===== src/rtl/des_pkg.sv =====
// Shared DES constants: the IP/FP/E/P permutation tables, the S-boxes and the
// block/subkey types used by the round engine and the key-schedule block.
package des_pkg;

   localparam int DES_ROUNDS = 16;

   typedef enum logic [1:0] {IDLE, ROUND, DONE} des_state_e;
   typedef logic [63:0] block_t;
   typedef logic [47:0] subkey_t;

   // Table entries are FIPS 46-3 bit numbers, bit 1 being the MSB of the vector.
   localparam int IP_T [64] = '{
      58, 50, 42, 34, 26, 18, 10, 2,  60, 52, 44, 36, 28, 20, 12, 4,
      62, 54, 46, 38, 30, 22, 14, 6,  64, 56, 48, 40, 32, 24, 16, 8,
      57, 49, 41, 33, 25, 17,  9, 1,  59, 51, 43, 35, 27, 19, 11, 3,
      61, 53, 45, 37, 29, 21, 13, 5,  63, 55, 47, 39, 31, 23, 15, 7};

   localparam int FP_T [64] = '{
      40, 8, 48, 16, 56, 24, 64, 32,  39, 7, 47, 15, 55, 23, 63, 31,
      38, 6, 46, 14, 54, 22, 62, 30,  37, 5, 45, 13, 53, 21, 61, 29,
      36, 4, 44, 12, 52, 20, 60, 28,  35, 3, 43, 11, 51, 19, 59, 27,
      34, 2, 42, 10, 50, 18, 58, 26,  33, 1, 41,  9, 49, 17, 57, 25};

   localparam int E_T [48] = '{
      32,  1,  2,  3,  4,  5,   4,  5,  6,  7,  8,  9,
       8,  9, 10, 11, 12, 13,  12, 13, 14, 15, 16, 17,
      16, 17, 18, 19, 20, 21,  20, 21, 22, 23, 24, 25,
      24, 25, 26, 27, 28, 29,  28, 29, 30, 31, 32,  1};

   localparam int P_T [32] = '{
      16,  7, 20, 21, 29, 12, 28, 17,   1, 15, 23, 26,  5, 18, 31, 10,
       2,  8, 24, 14, 32, 27,  3,  9,  19, 13, 30,  6, 22, 11,  4, 25};

   localparam int SBOX_T [8][64] = '{
      '{14, 4,13, 1, 2,15,11, 8, 3,10, 6,12, 5, 9, 0, 7,
         0,15, 7, 4,14, 2,13, 1,10, 6,12,11, 9, 5, 3, 8,
         4, 1,14, 8,13, 6, 2,11,15,12, 9, 7, 3,10, 5, 0,
        15,12, 8, 2, 4, 9, 1, 7, 5,11, 3,14,10, 0, 6,13},
      '{15, 1, 8,14, 6,11, 3, 4, 9, 7, 2,13,12, 0, 5,10,
         3,13, 4, 7,15, 2, 8,14,12, 0, 1,10, 6, 9,11, 5,
         0,14, 7,11,10, 4,13, 1, 5, 8,12, 6, 9, 3, 2,15,
        13, 8,10, 1, 3,15, 4, 2,11, 6, 7,12, 0, 5,14, 9},
      '{10, 0, 9,14, 6, 3,15, 5, 1,13,12, 7,11, 4, 2, 8,
        13, 7, 0, 9, 3, 4, 6,10, 2, 8, 5,14,12,11,15, 1,
        13, 6, 4, 9, 8,15, 3, 0,11, 1, 2,12, 5,10,14, 7,
         1,10,13, 0, 6, 9, 8, 7, 4,15,14, 3,11, 5, 2,12},
      '{ 7,13,14, 3, 0, 6, 9,10, 1, 2, 8, 5,11,12, 4,15,
        13, 8,11, 5, 6,15, 0, 3, 4, 7, 2,12, 1,10,14, 9,
        10, 6, 9, 0,12,11, 7,13,15, 1, 3,14, 5, 2, 8, 4,
         3,15, 0, 6,10, 1,13, 8, 9, 4, 5,11,12, 7, 2,14},
      '{ 2,12, 4, 1, 7,10,11, 6, 8, 5, 3,15,13, 0,14, 9,
        14,11, 2,12, 4, 7,13, 1, 5, 0,15,10, 3, 9, 8, 6,
         4, 2, 1,11,10,13, 7, 8,15, 9,12, 5, 6, 3, 0,14,
        11, 8,12, 7, 1,14, 2,13, 6,15, 0, 9,10, 4, 5, 3},
      '{12, 1,10,15, 9, 2, 6, 8, 0,13, 3, 4,14, 7, 5,11,
        10,15, 4, 2, 7,12, 9, 5, 6, 1,13,14, 0,11, 3, 8,
         9,14,15, 5, 2, 8,12, 3, 7, 0, 4,10, 1,13,11, 6,
         4, 3, 2,12, 9, 5,15,10,11,14, 1, 7, 6, 0, 8,13},
      '{ 4,11, 2,14,15, 0, 8,13, 3,12, 9, 7, 5,10, 6, 1,
        13, 0,11, 7, 4, 9, 1,10,14, 3, 5,12, 2,15, 8, 6,
         1, 4,11,13,12, 3, 7,14,10,15, 6, 8, 0, 5, 9, 2,
         6,11,13, 8, 1, 4,10, 7, 9, 5, 0,15,14, 2, 3,12},
      '{13, 2, 8, 4, 6,15,11, 1,10, 9, 3,14, 5, 0,12, 7,
         1,15,13, 8,10, 3, 7, 4,12, 5, 6,11, 0,14, 9, 2,
         7,11, 4, 1, 9,12,14, 2, 0, 6,10,13,15, 3, 5, 8,
         2, 1,14, 7, 4,10, 8,13,15,12, 9, 0, 3, 5, 6,11}};

   function automatic block_t ip(input block_t b);
      block_t o;
      for (int i = 0; i < 64; i++) o[63-i] = b[64-IP_T[i]];
      return o;
   endfunction

   function automatic block_t fp(input block_t b);
      block_t o;
      for (int i = 0; i < 64; i++) o[63-i] = b[64-FP_T[i]];
      return o;
   endfunction

   function automatic logic [47:0] e_expand(input logic [31:0] r);
      logic [47:0] o;
      for (int i = 0; i < 48; i++) o[47-i] = r[32-E_T[i]];
      return o;
   endfunction

   function automatic logic [31:0] p_perm(input logic [31:0] x);
      logic [31:0] o;
      for (int i = 0; i < 32; i++) o[31-i] = x[32-P_T[i]];
      return o;
   endfunction

   // Row comes from the outer bits (1 and 6), column from the inner four.
   function automatic logic [3:0] sbox(input int n, input logic [5:0] x);
      return 4'(SBOX_T[n][{x[5], x[0], x[4:1]}]);
   endfunction

endpackage


===== src/rtl/des_round_engine_if.sv =====
// Block/result handshake and subkey lookup bus of the DES round engine.
interface des_round_engine_if;
   import des_pkg::*;

   // Both streams transfer on a cycle where valid && ready; valid never waits
   // for ready and, once raised, holds with stable data until the transfer.
   logic       in_valid;
   logic       in_ready;
   block_t     in_block;
   logic       in_decrypt;
   logic [3:0] subkey_idx;
   subkey_t    subkey;
   logic       out_valid;
   logic       out_ready;
   block_t     out_block;
   logic       busy;

   modport slave (
      input  in_valid, in_block, in_decrypt, subkey, out_ready,
      output in_ready, subkey_idx, out_valid, out_block, busy
   );

   modport master (
      output in_valid, in_block, in_decrypt, subkey, out_ready,
      input  in_ready, subkey_idx, out_valid, out_block, busy
   );
endinterface


===== src/rtl/des_f_function.sv =====
// DES Feistel f function: E expansion, subkey XOR, S1..S8 and P. Purely combinational.
module des_f_function
   import des_pkg::*;
(
   input  logic [31:0] r,
   input  subkey_t     k,
   output logic [31:0] f
);
   logic [47:0] x;
   logic [31:0] s;

   always_comb begin
      x = e_expand(r) ^ k;
      s = '0;
      for (int j = 0; j < 8; j++) s[31-4*j -: 4] = sbox(j, x[47-6*j -: 6]);
      f = p_perm(s);
   end
endmodule


===== src/rtl/des_round_engine.sv =====
// Iterative DES datapath, one Feistel round per clock. Defining DES_SUBKEY_REG_EN
// registers the incoming subkey and issues subkey_idx one cycle ahead.
module des_round_engine
   import des_pkg::*;
#(
   parameter int ROUNDS = DES_ROUNDS
)(
   input  logic                clk,
   input  logic                rst,
   des_round_engine_if.slave   bus,
   output des_state_e          fsm_state
);
`ifdef DES_SUBKEY_REG_EN
   // One extra step after the last round applies FP to the registered L/R.
   localparam int STEPS = ROUNDS + 1;
`else
   localparam int STEPS = ROUNDS;
`endif

   des_state_e  state_q, state_d;
   logic [4:0]  cnt_q;
   logic [31:0] l_q, r_q, f_out;
   logic        dec_q;
   block_t      out_q;
   subkey_t     round_key;
   logic        accept, last_step, do_round;
   logic [3:0]  idx;

   function automatic logic [3:0] key_index(input logic dec, input logic [4:0] step);
      return dec ? 4'(ROUNDS - 1 - int'(step)) : step[3:0];
   endfunction

   assign accept    = bus.in_valid && (state_q == IDLE);
   assign last_step = (cnt_q == 5'(STEPS - 1));
   assign do_round  = (state_q == ROUND) && (cnt_q < 5'(ROUNDS));

`ifdef DES_SUBKEY_REG_EN
   subkey_t key_q;
   always_ff @(posedge clk) begin
      if (rst) key_q <= '0;
      else     key_q <= bus.subkey;
   end
   assign round_key = key_q;
`else
   assign round_key = bus.subkey;
`endif

   des_f_function u_f (.r(r_q), .k(round_key), .f(f_out));

   always_ff @(posedge clk) begin
      if (rst) state_q <= IDLE;
      else     state_q <= state_d;
   end

   always_comb begin
      state_d = state_q;
      case (state_q)
         IDLE:    if (accept)        state_d = ROUND;
         ROUND:   if (last_step)     state_d = DONE;
         DONE:    if (bus.out_ready) state_d = IDLE;
         default:                    state_d = IDLE;
      endcase
   end

   always_comb begin
      bus.in_ready  = (state_q == IDLE);
      bus.out_valid = (state_q == DONE);
      bus.busy      = (state_q != IDLE);
      bus.out_block = out_q;
      idx           = 4'd0;
`ifdef DES_SUBKEY_REG_EN
      if (accept)
         idx = key_index(bus.in_decrypt, 5'd0);
      else if (state_q == ROUND && cnt_q < 5'(ROUNDS - 1))
         idx = key_index(dec_q, cnt_q + 5'd1);
`else
      if (state_q == ROUND) idx = key_index(dec_q, cnt_q);
`endif
      bus.subkey_idx = idx;
   end

   always_ff @(posedge clk) begin
      if (rst) begin
         l_q   <= '0;
         r_q   <= '0;
         dec_q <= 1'b0;
         cnt_q <= '0;
         out_q <= '0;
      end else if (accept) begin
         {l_q, r_q} <= ip(bus.in_block);
         dec_q      <= bus.in_decrypt;
         cnt_q      <= '0;
      end else if (state_q == ROUND) begin
         cnt_q <= cnt_q + 5'd1;
         if (do_round) begin
            l_q <= r_q;
            r_q <= l_q ^ f_out;
         end
`ifdef DES_SUBKEY_REG_EN
         if (last_step) out_q <= fp({r_q, l_q});
`else
         // Final swap folded in: {R16, L16} with R16 computed this cycle.
         if (last_step) out_q <= fp({l_q ^ f_out, r_q});
`endif
      end
   end

   assign fsm_state = state_q;
endmodule


===== src/flat_wrapper.sv =====
// flat-port wrapper written by rule: the top's interface ports become plain ports
module des_round_engine_flat import des_pkg::*;
#(
   parameter int ROUNDS = DES_ROUNDS
)
  (clk, rst, fsm_state, bus_in_valid, bus_in_block, bus_in_decrypt, bus_subkey, bus_out_ready, bus_in_ready, bus_subkey_idx, bus_out_valid, bus_out_block, bus_busy);
  des_round_engine_if bus_i ();
  input  logic clk;
  input  logic rst;
  output des_state_e fsm_state;
  input wire logic [$bits(bus_i.in_valid)-1:0] bus_in_valid;
  input wire logic [$bits(bus_i.in_block)-1:0] bus_in_block;
  input wire logic [$bits(bus_i.in_decrypt)-1:0] bus_in_decrypt;
  input wire logic [$bits(bus_i.subkey)-1:0] bus_subkey;
  input wire logic [$bits(bus_i.out_ready)-1:0] bus_out_ready;
  output wire logic [$bits(bus_i.in_ready)-1:0] bus_in_ready;
  output wire logic [$bits(bus_i.subkey_idx)-1:0] bus_subkey_idx;
  output wire logic [$bits(bus_i.out_valid)-1:0] bus_out_valid;
  output wire logic [$bits(bus_i.out_block)-1:0] bus_out_block;
  output wire logic [$bits(bus_i.busy)-1:0] bus_busy;
  assign bus_i.in_valid = bus_in_valid;
  assign bus_i.in_block = bus_in_block;
  assign bus_i.in_decrypt = bus_in_decrypt;
  assign bus_i.subkey = bus_subkey;
  assign bus_i.out_ready = bus_out_ready;
  assign bus_in_ready = bus_i.in_ready;
  assign bus_subkey_idx = bus_i.subkey_idx;
  assign bus_out_valid = bus_i.out_valid;
  assign bus_out_block = bus_i.out_block;
  assign bus_busy = bus_i.busy;
  des_round_engine #(.ROUNDS(ROUNDS)) u_core (.clk(clk), .rst(rst), .bus(bus_i), .fsm_state(fsm_state));
endmodule

===== config.mk =====
export PLATFORM = sky130hd
export DESIGN_NAME = des_round_engine_flat
export DESIGN_NICKNAME = d
export VERILOG_FILES = /design/src/rtl/des_pkg.sv /design/src/rtl/des_round_engine_if.sv /design/src/rtl/des_f_function.sv /design/src/rtl/des_round_engine.sv /design/src/flat_wrapper.sv
export SDC_FILE = /design/constraint.sdc
export NUM_CORES = 1
export LEC_CHECK = 0
export ABC_AREA = 1
export CORE_MARGIN = 1
export CORE_UTILIZATION = 40
export DETAILED_ROUTE_END_ITERATION = 12
export SYNTH_ARGS = -nofsm -noshare
export SYNTH_HDL_FRONTEND = slang
export SYNTH_SLANG_ARGS = --single-unit
export TNS_END_PERCENT = 100

===== constraint.sdc =====
create_clock -name clk -period 1.85 [get_ports clk]
set_input_delay 0.2775 -clock clk [delete_from_list [all_inputs] [get_ports clk]]
set_output_delay 0.2775 -clock clk [all_outputs]
set_load 0.01 [all_outputs]

Word level (Yosys, flattened, before mapping). Memories as Yosys holds them, arrays and structs flattened. Cells that the tools add are included.

Flip-flop bits (word level): 136. Memory bits (read-only): 16384. Input bits: 117. Word-level logic and storage cells: 80. Memories: 8.

Add/sub/neg operators: 2. Order comparisons: 9. Eq/ne operators: 6. Mux-type cells: 28. Bitwise logic cells: 11. Reduce and logical (&&, ||, !) cells: 10.

Memories: (no name shown) (depth 64, bits a word 32, read ports 1, clocked after memory_dff 0, wr ports 0, line des_pkg.sv:94) `return 4'(SBOX_T[n][{x[5], x[0], x[4:1]}]);`; (no name shown) (depth 64, bits a word 32, read ports 1, clocked after memory_dff 0, wr ports 0, line des_pkg.sv:94); (no name shown) (depth 64, bits a word 32, read ports 1, clocked after memory_dff 0, wr ports 0, line des_pkg.sv:94); (no name shown) (depth 64, bits a word 32, read ports 1, clocked after memory_dff 0, wr ports 0, line des_pkg.sv:94); (no name shown) (depth 64, bits a word 32, read ports 1, clocked after memory_dff 0, wr ports 0, line des_pkg.sv:94); (no name shown) (depth 64, bits a word 32, read ports 1, clocked after memory_dff 0, wr ports 0, line des_pkg.sv:94); +2 memories.

Operator list (count): 32-bit 2-to-1 mux (6); 4-bit 2-to-1 mux (18); 7-bit >= comparator (second input constant) (8); 6-bit inverter with 7-bit output (8); 48-bit bitwise XOR (1); 32-bit bitwise XOR (1); 2-bit 2-to-1 mux (3); 2-bit case mux with 3 select lines (1); 3-bit AND reduction (2); 2-bit nonzero test (3); 5-bit by 1-bit adder with 5-bit output (second input constant) (1); 5-bit by 4-bit equality test with 1-bit output (second input constant) (1); 5-bit less-than comparator (second input constant) (1); 2-bit by 1-bit != test with 1-bit output (second input constant) (2); 4-bit subtractor (first input constant) (1); 2-bit by 1-bit equality test with 1-bit output (second input constant) (1); 2-bit equality test (second input constant) (1); 1-bit logical AND (2); 2-bit logical NOT (1); 2-bit != test (second input constant) (1); 2-bit AND reduction (1); 2-bit OR reduction (1); 1-bit inverter (1).

Longest topological paths before layout.
Word-level depth: 9. Gate-level depth with buffers: 18. Mapped depth without buffers: 18.

Hierarchy. A second synthesis with hierarchy kept.

Cells, all modules: 2226. Area total of the unflattened synthesis: 12213.0 sq um.

By module, submodules not included: des_round_engine (instances 1, cells an instance 1094, area each 6756.5 sq um); des_f_function (instances 1, cells an instance 1132, area each 5456.5 sq um).

Least setup slack after synthesis. Ideal clock, no wire load.

Path kind: flip-flop to flip-flop. From: register u_core.r_q[5]. To: register u_core.out_q[56], in the netlist u_core.bus.out_block[56]. Setup time: 0.109 ns. Arrival time: 1.868 ns. Required time: 1.741 ns. Setup slack: -0.127 ns. Stages on the path, launching flop included: 19. Path buffers: 0. Cells stage by stage: dfxtp_1 -> inv_1 -> nand2_1 -> nand2_1 -> inv_1 -> ha_1 -> or2_2 -> nand2_1 -> nand3_1 -> nand2_1 -> nand2_1 -> nand2_1 -> nand2_1 -> nand2_1 -> nand2_1 -> nand2_1 -> nand2_1 -> nand2_1 -> inv_1.

Longest elaborated chain between the ends: 6.

Ends and longest elaborated chain: start, declared (line des_round_engine.sv:22) `logic [31:0] l_q, r_q, f_out;`; start signal, assigned (line des_round_engine.sv:90) `{l_q, r_q} <= ip(bus.in_block);`; start signal, assigned (line des_round_engine.sv:97) `r_q <= l_q ^ f_out;`; 48-bit bitwise XOR (line des_f_function.sv:13) `x = e_expand(r) ^ k;`; 6-bit inverter with 7-bit output (not written as such) (line des_pkg.sv:94); memory read 64 x 32 bit; 4-bit 2-to-1 mux (not written as such) (2 in series) (line des_pkg.sv:94); 32-bit bitwise XOR (line des_round_engine.sv:103) `if (last_step) out_q <= fp({l_q ^ f_out, r_q});`; end signal, assigned (line des_round_engine.sv:103); end, declared (line des_round_engine.sv:24) `block_t out_q;`.

Every way passes these cells. The select of a mux whose other input is x is not followed. A chain may end at the register's enable or synchronous reset.

Worst setup path after layout.
From: register u_core.r_q[5]. To: register u_core.r_q[0].

Longest elaborated chain between the ends: 9.

Ends and longest elaborated chain: 48-bit bitwise XOR (line des_f_function.sv:13); 6-bit inverter with 7-bit output (not written as such) (line des_pkg.sv:94); memory read 64 x 32 bit; 4-bit 2-to-1 mux (not written as such) (2 in series) (line des_pkg.sv:94); 32-bit bitwise XOR (line des_round_engine.sv:97); 32-bit 2-to-1 mux (line des_round_engine.sv:95) `if (do_round) begin`; 32-bit 2-to-1 mux (line des_round_engine.sv:93) `end else if (state_q == ROUND) begin`; 32-bit 2-to-1 mux (line des_round_engine.sv:89) `end else if (accept) begin`.

Every way passes these cells. The select of a mux whose other input is x is not followed.

==> metrics.md <==
| Metric | Value |
|---|---|
| Status | `finished with violations` |
| Failing checks | `negative setup slack` |
| Commonest non-fill, non-tap cell in the layout | `nand2_1` |
| Post-DP Area | `0.0159 mm^2` |
| Area growth syn-to-layout | `64.4%` |
| Reg2reg setup slack | `-0.04 ns` |
| Yosys Warn Count | `0` |
| Via count | `between 10000 and 15000` |
| Final WS setup | `-0.0414 ns` |
| Final hold viol count | `0` |
| Gp weighted congestion | `roughly 0.94` |
| Kind of critical path | `reg2reg` |
| Worst EP arrival | `2.26 ns` |
| H-tree Lvls | `4` |
| DR vias/cell | `approximately 5.2` |
| RSZ-0062 raised after global routing | `yes` |
| Clock Path Buffers | `2` |
| Hold Startpoint | `rst` |
| Core Rows | `62` |
| Mapped Cells | `just over 2000` |
| Post-DP HPWL | `34.3 mm` |
| Post-Synth Adder-Cell Area | `under 10%` |
| Die height | `roughly 170 um` |
| Initial antenna violation count | `2` |
| Max Fclk | `between 500 and 600 MHz` |
| Worst-Skew Late Latency | `~0.45 ns` |
| Die W | `174 um` |
| DRC | `0` |
| CTS clk-pin slew, worst paths | `~0.07 ns` |
| Worst setup SP type | `flip-flop` |
| Syn_area_per_cell | `about 5.8 um^2` |
| Net count after synthesis | `2241` |
| Synth Area in Compound Gates | `a little under a tenth` |
| Clock root cell | `clkbuf_16` |
| Reg2Reg Capture Point | `u_core.r_q[0]` |
| Register bit total from synthesis | `roughly 140` |
| Post-synthesis mux area share | `0%` |
| Gr ovfl total | `0` |
| Critical Path RT | `between 2 and 2.5 ns` |
| Finished Cell Area | `between 0.015 and 0.02 mm^2` |
| Final Util | `about two thirds` |
| CP Max Fanout | `6` |
| I/O pins | `190` |
| Cell Pwr Density | `approximately 790 mW/mm^2` |
| Drt total wl | `approximately 48 mm` |
| Die area | `slightly above 0.03 mm^2` |
| DRT iter0 DRCs | `between 1000 and 1500` |
| First-pass GRT wire length | `slightly above 70 mm` |
| Reg2reg start | `u_core.r_q[5]` |
| Worst-margin pin slew | `0.457 ns` |
| Fill count | `around 2600` |
| Layout cells sized above 1 | `a little over a third` |
| CORE AREA | `slightly below 0.03 mm^2` |
| Post-layout minimum cycle time | `roughly 1.9 ns` |
| Starting Density | `between 40% and 50%` |
| Worst R2R Path Depth | `16` |
| Slew HR | `between 60% and 70%` |
| CP Capture Type | `flip-flop` |
| Max_cap viols | `0` |
| Final Skew | `between 0.02 and 0.025 ns` |
| Overall power | `around 16 mW` |
| Vias in the first global route | `between 10000 and 15000` |
| Largest family of logic cells by synthesized area | `simple AND/OR/NAND/NOR gates` |
| Distinct cells, synth | `37` |
| Post-DRT Antenna Nets | `0` |
| Xor/xnor cell area share of the yosys netlist | `roughly 2.7%` |
| CP startpoint | `u_core.r_q[5]` |
| Tcrit/Tclk final | `102%` |
| Max-slew violation count | `0` |
| WL/cell | `roughly 17 um` |
| Total CTS buffers | `17` |
| Gr usage total | `29.7%` |
| IO Port Bufs | `around 190` |
| Synth Area in Simple Gates | `about 46%` |
| CTS Sinks | `around 140` |
| Final Setup Violations | `8` |
| Hold crit path type | `in2reg` |
| Drt pass-1 iters | `5` |
| Largest net degree at the start of global routing | `64` |
| Synthesized area | `roughly 0.012 mm^2` |
| CTS tree | `done` |
| Setup crit end | `u_core.r_q[0]` |
| P_leak | `between 9 and 10 nW` |
| Post-synthesis sequential area ratio | `22.9%` |
| Max IR drop VDD | `0.000496 V` |
| Nets@finish | `roughly 2600` |
| Most frequent cells in the layout | `567 x nand2_1, 219 x inv_1, 218 x buf_4` |
==> cell usage after synthesis <==
| cell type | n | area share (%) |
|---|---|---|
| dfxtp_1 | 136 | 23 |
| inv_1 | 257 | 8.1 |
| nand4_1 | 3 | 0.16 |
| or2_1 | 1 | 0.053 |
| inv_2 | 18 | 0.57 |
| nand2_1 | 769 | 24 |
| o21a_1 | 1 | 0.063 |
| nand3_2 | 2 | 0.17 |
| a22o_1 | 3 | 0.22 |
| a21oi_2 | 3 | 0.22 |
| or2_2 | 1 | 0.053 |
| nand3_1 | 390 | 16 |
| a221oi_1 | 32 | 2.4 |
| buf_6 | 7 | 0.66 |
| a31oi_1 | 1 | 0.053 |
| nor2_4 | 2 | 0.19 |
| xor2_4 | 1 | 0.23 |
| xor2_2 | 3 | 0.41 |
| buf_4 | 18 | 1.1 |
| ha_1 | 64 | 6.7 |
| xnor2_4 | 2 | 0.46 |
| o211ai_1 | 2 | 0.13 |
| xor2_1 | 1 | 0.074 |
| xnor2_2 | 6 | 0.82 |
| nor2_1 | 92 | 2.9 |
| xnor2_1 | 10 | 0.74 |
| o21ai_1 | 7 | 0.29 |
| nor3_1 | 1 | 0.042 |
| nand2_2 | 23 | 1.2 |
| nand3b_1 | 1 | 0.063 |
| buf_1 | 4 | 0.13 |
| buf_2 | 26 | 1.1 |
| a21oi_1 | 106 | 4.5 |
| and2_1 | 1 | 0.053 |
| clkbuf_1 | 25 | 0.79 |
| o21ai_0 | 40 | 1.7 |
| clkinv_1 | 1 | 0.032 |
==> how the worst min path moves through the flow <==
stage,slack [ns],to,cells past startpoint
2_1_floorplan,0.42,u_core.dec_q,2
3_3_place_gp,0.45,u_core.bus.out_block[39],2
3_5_place_dp,0.45,u_core.bus.out_block[35],2
4_1_cts,0.18,u_core.cnt_q[4],4
5_1_grt,0.20,u_core.cnt_q[4],4
6_report,0.19,u_core.cnt_q[4],4
==> stage by stage <==
step	worst slack (ns)	cells	hold WS (ns)	setup TNS, ns
2_1_floorplan	-0.0177	2060	0.421	-0.0177
3_3_place_gp	-0.584	2792	0.448	-27.93
3_5_place_dp	-0.618	2792	0.452	-29.87
4_1_cts	-0.0408	2837	0.176	-0.0806
5_1_grt	-0.141	2860	0.198	-3.15
6_report	-0.0414	2861	0.193	-0.146
==> report_power, final <==
group | total (mW) | internal, mW | switching, mW
Sequential | 3.32 | 3.10 | 0.220
Combinational | 8.34 | 3.56 | 4.78
Clock | 3.85 | 2.19 | 1.66
Total | 15.5 | 8.85 | 6.66
==> layout make-up <==
class	instances	area (um^2)	area share, %
Multi-Input combinational cell	1568	10100	51.8
Timing Repair Buffer	463	4430	22.7
Sequential cell	136	2810	14.4
Inverter	276	1060	5.40
Tap cell	384	480	2.46
Clock buffer	17	425	2.18
Clock inverter	15	206	1.06
Antenna cell	2	5.00	0.0256
==> critical path, stage by stage (launching register included) <==
cell     delay [ns]
dfxtp_4        0.39
inv_2          0.05
nand2_2        0.06
nand2_4        0.08
ha_4           0.30
inv_2          0.04
nand3_4        0.11
nand2_2        0.08
nand2_2        0.09
nand2_1        0.06
nand2_1        0.07
nand2_2        0.06
nand2_2        0.09
nand2_2        0.06
nand2_2        0.07
nand3_2        0.08
a21oi_2        0.14
==> what timing repair did <==
action | CTS | global route
hold buffers | 0 | 0
buffers inserted | 12 | 22
gates cloned | 1 | 2
pin swaps | 37 | 212
gates resized for setup | 142 | 577
endpoints found under the setup margin | 67 | 92
==> kinds of logic after synthesis <==
logic type      count (synthesis)
flops                         136
compound gates                195
xor+xnor                       23
buf+inv                       356
fa+ha+maj                      64
simple gates                 1286
==> registers in the layout, indices dropped and copies added (netlist names) <==
register and count:
u_core.r_q 32, u_core.fsm_state 2, u_core.bus.out_block 64, u_core.dec_q 1, u_core.cnt_q 5, u_core.l_q 32
==> per-layer routing <==
metal | routed length, um | GRT usage [%]
met3 | 2780 | 4.64
met2 | 23900 | 51.5
met4 | 1150 | 7.46
met5 | 0 | 0
met1 | 20300 | 38.2
(Power assumes the default switching activity.)
